**src/rtl/wavelet_pe_pkg.sv**
```systemverilog
// Shared constants and FSM state type for the wavelet PE input-buffer loader.
// The PAD state exists only when WAVELET_PE_LOADER_PAD_EN is defined.
package wavelet_pe_pkg;

    localparam int DEFAULT_INPUT_WIDTH      = 32;
    localparam int DEFAULT_IBUFF_CELL_COUNT = 2048;
    localparam int DEFAULT_MAX_FILTER_SIZE  = 16;

`ifdef WAVELET_PE_LOADER_PAD_EN
    typedef enum logic [1:0] {
        IDLE = 2'd0,
        LOAD = 2'd1,
        PAD  = 2'd2,
        DONE = 2'd3
    } load_state_t;
`else
    typedef enum logic [1:0] {
        IDLE = 2'd0,
        LOAD = 2'd1,
        DONE = 2'd3
    } load_state_t;
`endif

endpackage

```
**src/rtl/wavelet_pe_addr_counter.sv**
```systemverilog
// Input-buffer write-address counter: synchronous clear, count enable,
// holds at the last cell instead of wrapping.
module wavelet_pe_addr_counter #(
    parameter int CELL_COUNT = 2048,
    parameter int ADDR_WIDTH = $clog2(CELL_COUNT)
) (
    input  logic                  clk,
    input  logic                  rst,
    input  logic                  clear,
    input  logic                  en,
    output logic [ADDR_WIDTH-1:0] count
);

    localparam logic [ADDR_WIDTH-1:0] LAST_ADDR = ADDR_WIDTH'(CELL_COUNT - 1);

    // NOTE: sequential state uses non-blocking assignments so every flop samples pre-edge values.
    always_ff @(posedge clk or posedge rst) begin
        if (rst) begin
            count <= '0;
        end else if (clear) begin
            count <= '0;
        end else if (en && (count != LAST_ADDR)) begin
            count <= count + ADDR_WIDTH'(1);
        end
    end

endmodule

```
**src/rtl/wavelet_pe_ibuff_loader.sv**
```systemverilog
// Streams load_len upstream samples into the PE input buffer with one cycle of write latency.
// Define WAVELET_PE_LOADER_PAD_EN to append core_filter_size-1 zero words after the samples.
module wavelet_pe_ibuff_loader
    import wavelet_pe_pkg::*;
#(
    parameter int INPUT_WIDTH      = DEFAULT_INPUT_WIDTH,
    parameter int IBUFF_CELL_COUNT = DEFAULT_IBUFF_CELL_COUNT,
    parameter int MAX_FILTER_SIZE  = DEFAULT_MAX_FILTER_SIZE,
    parameter int FS_WIDTH         = $clog2(MAX_FILTER_SIZE),
    parameter int IBUFF_ADDR_WIDTH = $clog2(IBUFF_CELL_COUNT)
) (
    input  logic                        clk,
    input  logic                        rst,
    input  logic                        load_start,
    input  logic [IBUFF_ADDR_WIDTH:0]   load_len,
    input  logic [FS_WIDTH-1:0]         core_filter_size,
    input  logic                        load_abort,
    input  logic                        s_valid,
    input  logic [INPUT_WIDTH-1:0]      s_data,
    output logic                        s_ready,
    output logic                        ibuff_w_en,
    output logic [IBUFF_ADDR_WIDTH-1:0] ibuff_w_addr,
    output logic [INPUT_WIDTH-1:0]      ibuff_w_data,
    output logic                        load_busy,
    output logic                        load_done,
    output logic                        load_len_err,
    output logic [IBUFF_ADDR_WIDTH:0]   loaded_len
);

    localparam int                   LEN_WIDTH  = IBUFF_ADDR_WIDTH + 1;
    localparam logic [LEN_WIDTH-1:0] CELLS_LEN  = LEN_WIDTH'(IBUFF_CELL_COUNT);

    load_state_t state, state_next;

    logic [LEN_WIDTH-1:0]   len_q;
    logic [LEN_WIDTH-1:0]   acc_cnt;
    logic [LEN_WIDTH-1:0]   loaded_len_q;
    logic [FS_WIDTH-1:0]    fs_q;
    logic                   w_en_q;
    logic [INPUT_WIDTH-1:0] w_data_q;
    logic                   err_q;
    logic                   done_q;

    logic len_ok;
    logic start_ok;
    logic handshake;
    logic last_hs;

    assign len_ok    = (load_len != '0) && (load_len <= CELLS_LEN);
    assign start_ok  = (state == IDLE) && load_start && len_ok;
    assign handshake = s_valid && s_ready;
    assign last_hs   = handshake && ((acc_cnt + LEN_WIDTH'(1)) == len_q);

`ifdef WAVELET_PE_LOADER_PAD_EN
    logic [FS_WIDTH-1:0]  pad_left;
    logic [FS_WIDTH-1:0]  fs_minus1;
    logic [FS_WIDTH-1:0]  pad_count;
    logic [LEN_WIDTH-1:0] room;
    logic                 pad_needed;
    logic                 pad_last;

    // Padding is clipped to the cells left after the samples; a full buffer skips PAD.
    assign fs_minus1  = fs_q - FS_WIDTH'(1);
    assign room       = CELLS_LEN - len_q;
    assign pad_count  = (room < LEN_WIDTH'(fs_minus1)) ? FS_WIDTH'(room) : fs_minus1;
    assign pad_needed = (fs_q > FS_WIDTH'(1)) && (len_q < CELLS_LEN);
    assign pad_last   = (pad_left == FS_WIDTH'(1));
`else
    logic unused_fs;
    assign unused_fs = ^fs_q;
`endif

    always_ff @(posedge clk or posedge rst) begin
        if (rst) begin
            state <= IDLE;
        end else begin
            state <= state_next;
        end
    end

    // NOTE: every always_comb output gets a default first so no path can infer a latch.
    always_comb begin
        state_next = state;
        case (state)
            IDLE: if (start_ok) state_next = LOAD;
            LOAD: begin
                if (load_abort) begin
                    state_next = IDLE;
                end else if (last_hs) begin
`ifdef WAVELET_PE_LOADER_PAD_EN
                    state_next = pad_needed ? PAD : DONE;
`else
                    state_next = DONE;
`endif
                end
            end
`ifdef WAVELET_PE_LOADER_PAD_EN
            PAD: begin
                if (load_abort) begin
                    state_next = IDLE;
                end else if (pad_last) begin
                    state_next = DONE;
                end
            end
`endif
            DONE:    state_next = IDLE;
            default: state_next = IDLE;
        endcase
    end

    // DONE is the cycle the final write is on the port, so it still counts as busy.
    always_comb begin
        s_ready   = 1'b0;
        load_busy = 1'b0;
        case (state)
            LOAD: begin
                s_ready   = 1'b1;
                load_busy = 1'b1;
            end
            IDLE:    load_busy = 1'b0;
            default: load_busy = 1'b1;
        endcase
    end

    always_ff @(posedge clk or posedge rst) begin
        if (rst) begin
            len_q        <= '0;
            fs_q         <= '0;
            acc_cnt      <= '0;
            loaded_len_q <= '0;
            w_en_q       <= 1'b0;
            w_data_q     <= '0;
            err_q        <= 1'b0;
            done_q       <= 1'b0;
`ifdef WAVELET_PE_LOADER_PAD_EN
            pad_left     <= '0;
`endif
        end else begin
            w_en_q <= 1'b0;
            done_q <= (state == DONE);
            if (w_en_q) begin
                loaded_len_q <= loaded_len_q + LEN_WIDTH'(1);
            end
            if ((state == IDLE) && load_start) begin
                if (len_ok) begin
                    len_q        <= load_len;
                    fs_q         <= core_filter_size;
                    acc_cnt      <= '0;
                    loaded_len_q <= '0;
                    err_q        <= 1'b0;
                end else begin
                    err_q <= 1'b1;
                end
            end
            // Abort wins over a same-cycle handshake: the sample is dropped.
            if ((state == LOAD) && handshake && !load_abort) begin
                w_en_q   <= 1'b1;
                w_data_q <= s_data;
                acc_cnt  <= acc_cnt + LEN_WIDTH'(1);
`ifdef WAVELET_PE_LOADER_PAD_EN
                if (last_hs) pad_left <= pad_count;
`endif
            end
`ifdef WAVELET_PE_LOADER_PAD_EN
            if ((state == PAD) && !load_abort) begin
                w_en_q   <= 1'b1;
                w_data_q <= '0;
                pad_left <= pad_left - FS_WIDTH'(1);
            end
`endif
        end
    end

    wavelet_pe_addr_counter #(
        .CELL_COUNT (IBUFF_CELL_COUNT),
        .ADDR_WIDTH (IBUFF_ADDR_WIDTH)
    ) u_addr_counter (
        .clk   (clk),
        .rst   (rst),
        .clear (start_ok),
        .en    (w_en_q),
        .count (ibuff_w_addr)
    );

    assign ibuff_w_en   = w_en_q;
    assign ibuff_w_data = w_data_q;
    assign load_done    = done_q;
    assign load_len_err = err_q;
    assign loaded_len   = loaded_len_q;

endmodule

```
**config.mk**
```make
export PLATFORM = sky130hd
export DESIGN_NAME = wavelet_pe_ibuff_loader
export DESIGN_NICKNAME = d
export VERILOG_FILES = /design/src/rtl/wavelet_pe_pkg.sv /design/src/rtl/wavelet_pe_addr_counter.sv /design/src/rtl/wavelet_pe_ibuff_loader.sv
export SDC_FILE = /design/constraint.sdc
export NUM_CORES = 1
export LEC_CHECK = 0
export CORE_MARGIN = 3
export CORE_UTILIZATION = 40
export DETAILED_ROUTE_END_ITERATION = 7
export PLACE_DENSITY_LB_ADDON = 0.2
export SLEW_MARGIN = 20
export SYNTH_ARGS = -nofsm -noshare
export SYNTH_HDL_FRONTEND = slang
export SYNTH_SLANG_ARGS = --single-unit
```
**constraint.sdc**
```tcl
create_clock -name clk -period 5.24 [get_ports clk]
set_input_delay 0.786 -clock clk [delete_from_list [all_inputs] [get_ports clk]]
set_output_delay 0.786 -clock clk [all_outputs]
set_load 0.01 [all_outputs]
```
# Yosys cells after proc, flatten, opt, wreduce, memory -nomap -nowiden

Cells that the tools add are included.

Output and inout bits: 60
Word-level logic and storage cells: 52
Register bits: 84

Reductions and logical operators: 17
$add $sub $neg: 3
Magnitude comparators: 1
Equality and inequality tests: 6
Mux-type cells: 16

Operator list:

| cell                                                   | number |
|---|---|
| 2-to-1 mux 12 bit                                      | 6 |
| adder 12 x 1 -> 12 bit, second input constant          | 2 |
| 2-to-1 mux 11 bit                                      | 2 |
| equality test 12 bit                                   | 1 |
| less-or-equal comparator 12 bit, second input constant | 1 |
| nonzero test 12 bit                                    | 1 |
| adder 11 x 1 -> 11 bit, second input constant          | 1 |
| != test 11 bit, second input constant                  | 1 |
| logical AND 1 bit                                      | 8 |
| 2-to-1 mux 2 bit                                       | 3 |
| AND reduction 2 bit                                    | 3 |
| nonzero test 2 bit                                     | 3 |
| 2-to-1 mux 1 bit                                       | 4 |
| one-hot mux 2 bit (2 select lines)                     | 1 |
| != test 3 bit, second input constant                   | 1 |
| equality test 2 x 1 -> 1 bit, second input constant    | 1 |
| equality test 2 bit, second input constant             | 1 |
| zero test 2 bit                                        | 1 |
| != test 2 bit, second input constant                   | 1 |
| zero test 1 bit                                        | 1 |

# Depth between registers and ports, before layout

Depth after elaboration: 7
Depth in mapped cells: 7
Mapped depth without buffers: 7

# Modules after synthesis

A second synthesis with hierarchy kept.

Cells, all modules: 430
Area total of the unflattened synthesis: 4132.7 um2

By module, submodules not included:

| module                  | sequential area each (um2) | area each (um2) | times used | cells an instance |
|---|---|---|---|---|
| wavelet_pe_ibuff_loader | 1826.8                     | 3389.5          | 1          | 353 |
| wavelet_pe_addr_counter | 275.3                      | 743.2           | 1          | 77 |

# Worst setup path before layout

No wires, ideal clock.

Kind: input to register
From: input load_len[3]
To: register len_q[0]
Stages: 5
Setup time: 0.127 ns
Path slack: 2.682 ns
Arrival: 2.430 ns
Cells stage by stage: or4_4 or4_4 nand2_4 buf_4 mux2_1

Word-level cells in the longest chain between the ends: 3
Elaborated cells on any way between the ends: 4

Ends and longest elaborated chain:

| what                                                                   | line                           | source |
|---|---|---|
| start, declared                                                        | wavelet_pe_ibuff_loader.sv:15  | `input logic [IBUFF_ADDR_WIDTH:0] load_len,` |
| less-or-equal comparator 12 bit or nonzero test 12 bit (tied branches) | wavelet_pe_ibuff_loader.sv:49  | `assign len_ok = (load_len != '0) && (load_len <= CELLS_LEN);` |
| logical AND 1 bit (*)                                                  | wavelet_pe_ibuff_loader.sv:49  |  |
| AND reduction 2 bit (no source line) (*)                               | --                             |  |
| end signal, assigned                                                   | wavelet_pe_ibuff_loader.sv:146 | `len_q <= load_len;` |
| end, declared                                                          | wavelet_pe_ibuff_loader.sv:35  | `logic [LEN_WIDTH-1:0] len_q;` |

Mark *: on every way between the ends. The rest lies on a longest branch, timed or not.
A chain may end at the register's enable or synchronous reset.

# Final worst setup path

From: input load_len[1]
To: register acc_cnt[8]

Word-level cells in the longest chain between the ends: 4
Elaborated cells on any way between the ends: 5

Ends and longest elaborated chain:

| what                                                                   | line                           | source |
|---|---|---|
| less-or-equal comparator 12 bit or nonzero test 12 bit (tied branches) | wavelet_pe_ibuff_loader.sv:49  |  |
| logical AND 1 bit (*)                                                  | wavelet_pe_ibuff_loader.sv:49  |  |
| nonzero test 2 bit (no source line) (*)                                | --                             |  |
| AND reduction 2 bit (no source line) (*)                               | --                             |  |
| end signal, assigned                                                   | wavelet_pe_ibuff_loader.sv:159 | `acc_cnt <= acc_cnt + LEN_WIDTH'(1);` |
| end, declared                                                          | wavelet_pe_ibuff_loader.sv:36  | `logic [LEN_WIDTH-1:0] acc_cnt;` |

Marks and branches as above.

==> key figures <==
Run status
  – Run status: finished clean

Synth
  – Flops & latches, synth: 84
  – Avg Synthesized Cell Area: approximately 9.6 um^2
  – Synthesized instance count: around 410
  – Synth warn: 0
  – Simple-gate portion of the synthesized area: between 20% and 30%
  – Main combinational cell family by area after synthesis: simple AND/OR/NAND/NOR gates
  – Post-synth EDFFs: 0
  – Async set-reset flop share out of synthesis: between 90% and 100%
  – Post-synthesis sequential area ratio: between 50% and 60%
  – Post-synthesis xor/xnor area fraction: approximately 8%
  – Yosys cell types: between 50 and 60
  – Prevailing post-synth register cell: dfrtp_1
  – Mapped cell area: 3960 um^2
  – Synth Area in Compound Gates: under 10%
  – Multiplexer area fraction after synthesis: under 10%
  – Adder-Cell Fraction of Synth Area: under 10%
  – Synthesized Nets: between 400 and 500

Run
  – Max_cap viols: 0

STA
  – Part of the cycle the worst path needs: between 50 and 60%
  – Top achievable clock speed: approximately 0.33 GHz
  – Final setup skew: between 20 and 25 ps
  – Setup_tns: 0 ps
  – RSZ-0062 raised after global routing: false
  – Max Slew Vio Count: 0
  – Worst slew pin tran: about 850 ps
  – Final hold violation count: 0
  – Tmin final: 3050 ps
  – Worst relative slew slack: a little over two fifths
  – Worst setup margin: 2190 ps
  – Final Setup Violations: 0

CTS
  – TritonCTS Buffers: 9
  – CTS Sinks: 84
  – Clock insertion delay at the later pin of the skew report: about 370 ps
  – CTS clk-pin slew, worst paths: ~80 ps
  – CTS tree: yes
  – CTS Buffer Depth: 2
  – Resized cells post-CTS: 0
  – Post-CTS Hold Buffers: 0
  – Root buf cell: clkbuf_8
  – Setup bufs post-CTS: 0
  – H-tree Lvls: 3

Cells and area
  – Area Overhead vs Synth: 34.1%
  – Register area: about 2100 um^2
  – Nets: ~570
  – # fillers: 868
  – ANT cells: 0
  – Post-route cell area: 5310 um^2
  – Multi-input logic area: 1750 um^2
  – Fin util: 56.4%
  – Fraction of layout cells with a size suffix above 1: under 10%

Placed design
  – Post-Place Setup Slack: around 1800 ps
  – Gpl congestion: 0.842
  – Final HPWL DP: about 6.6 mm
  – Port Buffers: 108
  – Placed Area: 5130 um^2

Drt
  – Routed vias: 3273
  – Met3 routed WL: 657 um
  – Detailed Routing Iterations Pass 1: 4
  – Highest Signal Layer: met4
  – Via density: 5.04
  – Met2 routed WL: between 4 and 5 mm
  – Drt wl/cell: 14.4 um
  – Number of routed nets with antenna violations: 0
  – WL met1: between 4 and 5 mm
  – WL final: between 9 and 10 mm
  – DRC: 0
  – Detailed router's first-iteration violation count: ~130

Worst setup path
  – Critical Path RT: ~5500 ps
  – CP Max Fanout: 40
  – Startpoint type of the worst setup path: input port
  – Arr. time, crit path: around 3300 ps
  – Crit path kind: in -> reg
  – CP endpoint kind: register

Hold path
  – Worst Hold Class: reg -> reg

Global routing
  – Number of global-route vias before repair: around 3300
  – Total Routing Usage GR: 17.6%
  – First-pass GRT wire length: 15.9 mm
  – Largest net degree at the start of global routing: 47
  – Grt ovf: 0
  – Initial antenna violation count: 0

Floorplan
  – Total Die Area: about 11000 um^2
  – Core area: about 9400 um^2
  – # rows: 35
  – DIE HEIGHT: 106 um
  – Initial Utilization: between 40% and 50%
  – IO Pins: around 110
  – Die W: roughly 110 um

Power
  – Leak pwr: 2.38 nW
  – PD cells: between 300 and 400 nW/um^2
  – Worst VDD drop: between 150 and 200 uV
-- flip-flops by register name (all words and copies together) (netlist names) --
register and count:
ibuff_w_en 1, ibuff_w_data 32, state 2, u_addr_counter.count 11, loaded_len 12, len_q 12
acc_cnt 12, load_len_err 1, load_done 1
-- cell usage in the layout, fill, tap and decap left out, types with 3 or more instances in the layout --
cell type,count
nand3_1,18
nor3b_1,4
a311oi_1,3
clkdlybuf4s50_1,108
ha_1,4
o21ai_0,4
nor2_1,34
inv_1,3
dfrtp_1,84
clkbuf_8,9
nor3_1,11
nand2_1,121
xnor2_1,18
and3_1,6
mux2i_1,3
a31oi_1,3
nand4_1,6
xor2_1,19
mux2_1,11
a21oi_1,3
-- worst max-delay path, cell delays in order --
cell and delay [ps]:
clkdlybuf4s50_1 460, or4_1 600, or4_4 540, nand2_4 380
nor2_2 130, a221o_1 380
-- cells in the mapped netlist (all sizes together), types with 3 or more instances --
master	n	area [um^2]
and3	6	37.5
mux2	12	135
a311oi	3	26.3
o21ai	5	25.0
xor2	19	166
nand2	122	465
nor3b	4	30.0
nand4	6	37.5
mux2i	3	30.0
a31oi	3	18.8
clkbuf	8	31.3
a21oi	3	15.0
dfrtp	84	2100
buf	10	58.8
or4	4	37.5
inv	5	18.8
ha	4	50.1
nand3	18	90.1
xnor2	18	158
nor3	11	55.1
nor2	35	134
-- power by group --
part | total [mW] | leakage [nW] | internal, mW | switching [mW]
clock | 0.441 | 0.0921 | 0.180 | 0.261
sequential | 0.827 | 1.09 | 0.748 | 0.0786
combinational | 0.422 | 1.19 | 0.239 | 0.184
total | 1.69 | 2.38 | 1.17 | 0.523
-- worst paths after layout --
| path | start | to | slack (ps) | cells after the start |
|---|---|---|---|---|
| setup / recovery | load_len[1] | acc_cnt[8]$_DFFE_PP0P_ | 2190 | 6 |
| hold / removal | ibuff_w_data[20]$_DFFE_PP0P_ | ibuff_w_data[20]$_DFFE_PP0P_ | 480 | 2 |
| setup reg to reg | state[1]$_DFFE_PP0P_ | state[1]$_DFFE_PP0P_ | 2710 | 7 |
| hold reg to reg | ibuff_w_data[20]$_DFFE_PP0P_ | ibuff_w_data[20]$_DFFE_PP0P_ | 480 | 2 |
| max in group asynchronous | rst | u_addr_counter.count[2]$_DFFE_PP0P_ | 3380 | 3 |
| min in group asynchronous | rst | ibuff_w_data[13]$_DFFE_PP0P_ | 800 | 2 |
-- through the flow --
stage / hold WS (ps) / total power, mW / cells
after floorplan: 478 / 1.02 / 413
after global placement: 457 / 1.25 / 634
after detailed placement: 461 / 1.27 / 634
after CTS: 484 / 1.71 / 650
after global routing: 501 / 1.79 / 650
final: 477 / 1.69 / 650
-- layer usage --
metal  track usage [%]  vias up
li1                  -     1592
met1              22.3     1572
met2              28.9       96
met3              5.08       13
met4              6.20        0
met5                 0        -
-- cell families after synthesis --
| group | Yosys count |
|---|---|
| flip-flops | 84 |
| multiplexers | 15 |
| AND/OR/NAND/NOR | 220 |
| buffers and inverters | 23 |
| XOR/XNOR | 37 |
| adder cells (fa/ha/maj) | 4 |
| AO/OA/AOI/OAI | 30 |
-- final cells by class --
type                    count  share of cell area [%]
inverters                   5                   0.377
clock buffers               9                    2.33
repair buffers            110                    20.6
multi-input cells         306                    33.0
flip-flops and latches     84                    39.6
clock inverters             7                    1.11
well taps                 129                    3.04
Note: power is estimated with default switching activity, not from simulation.
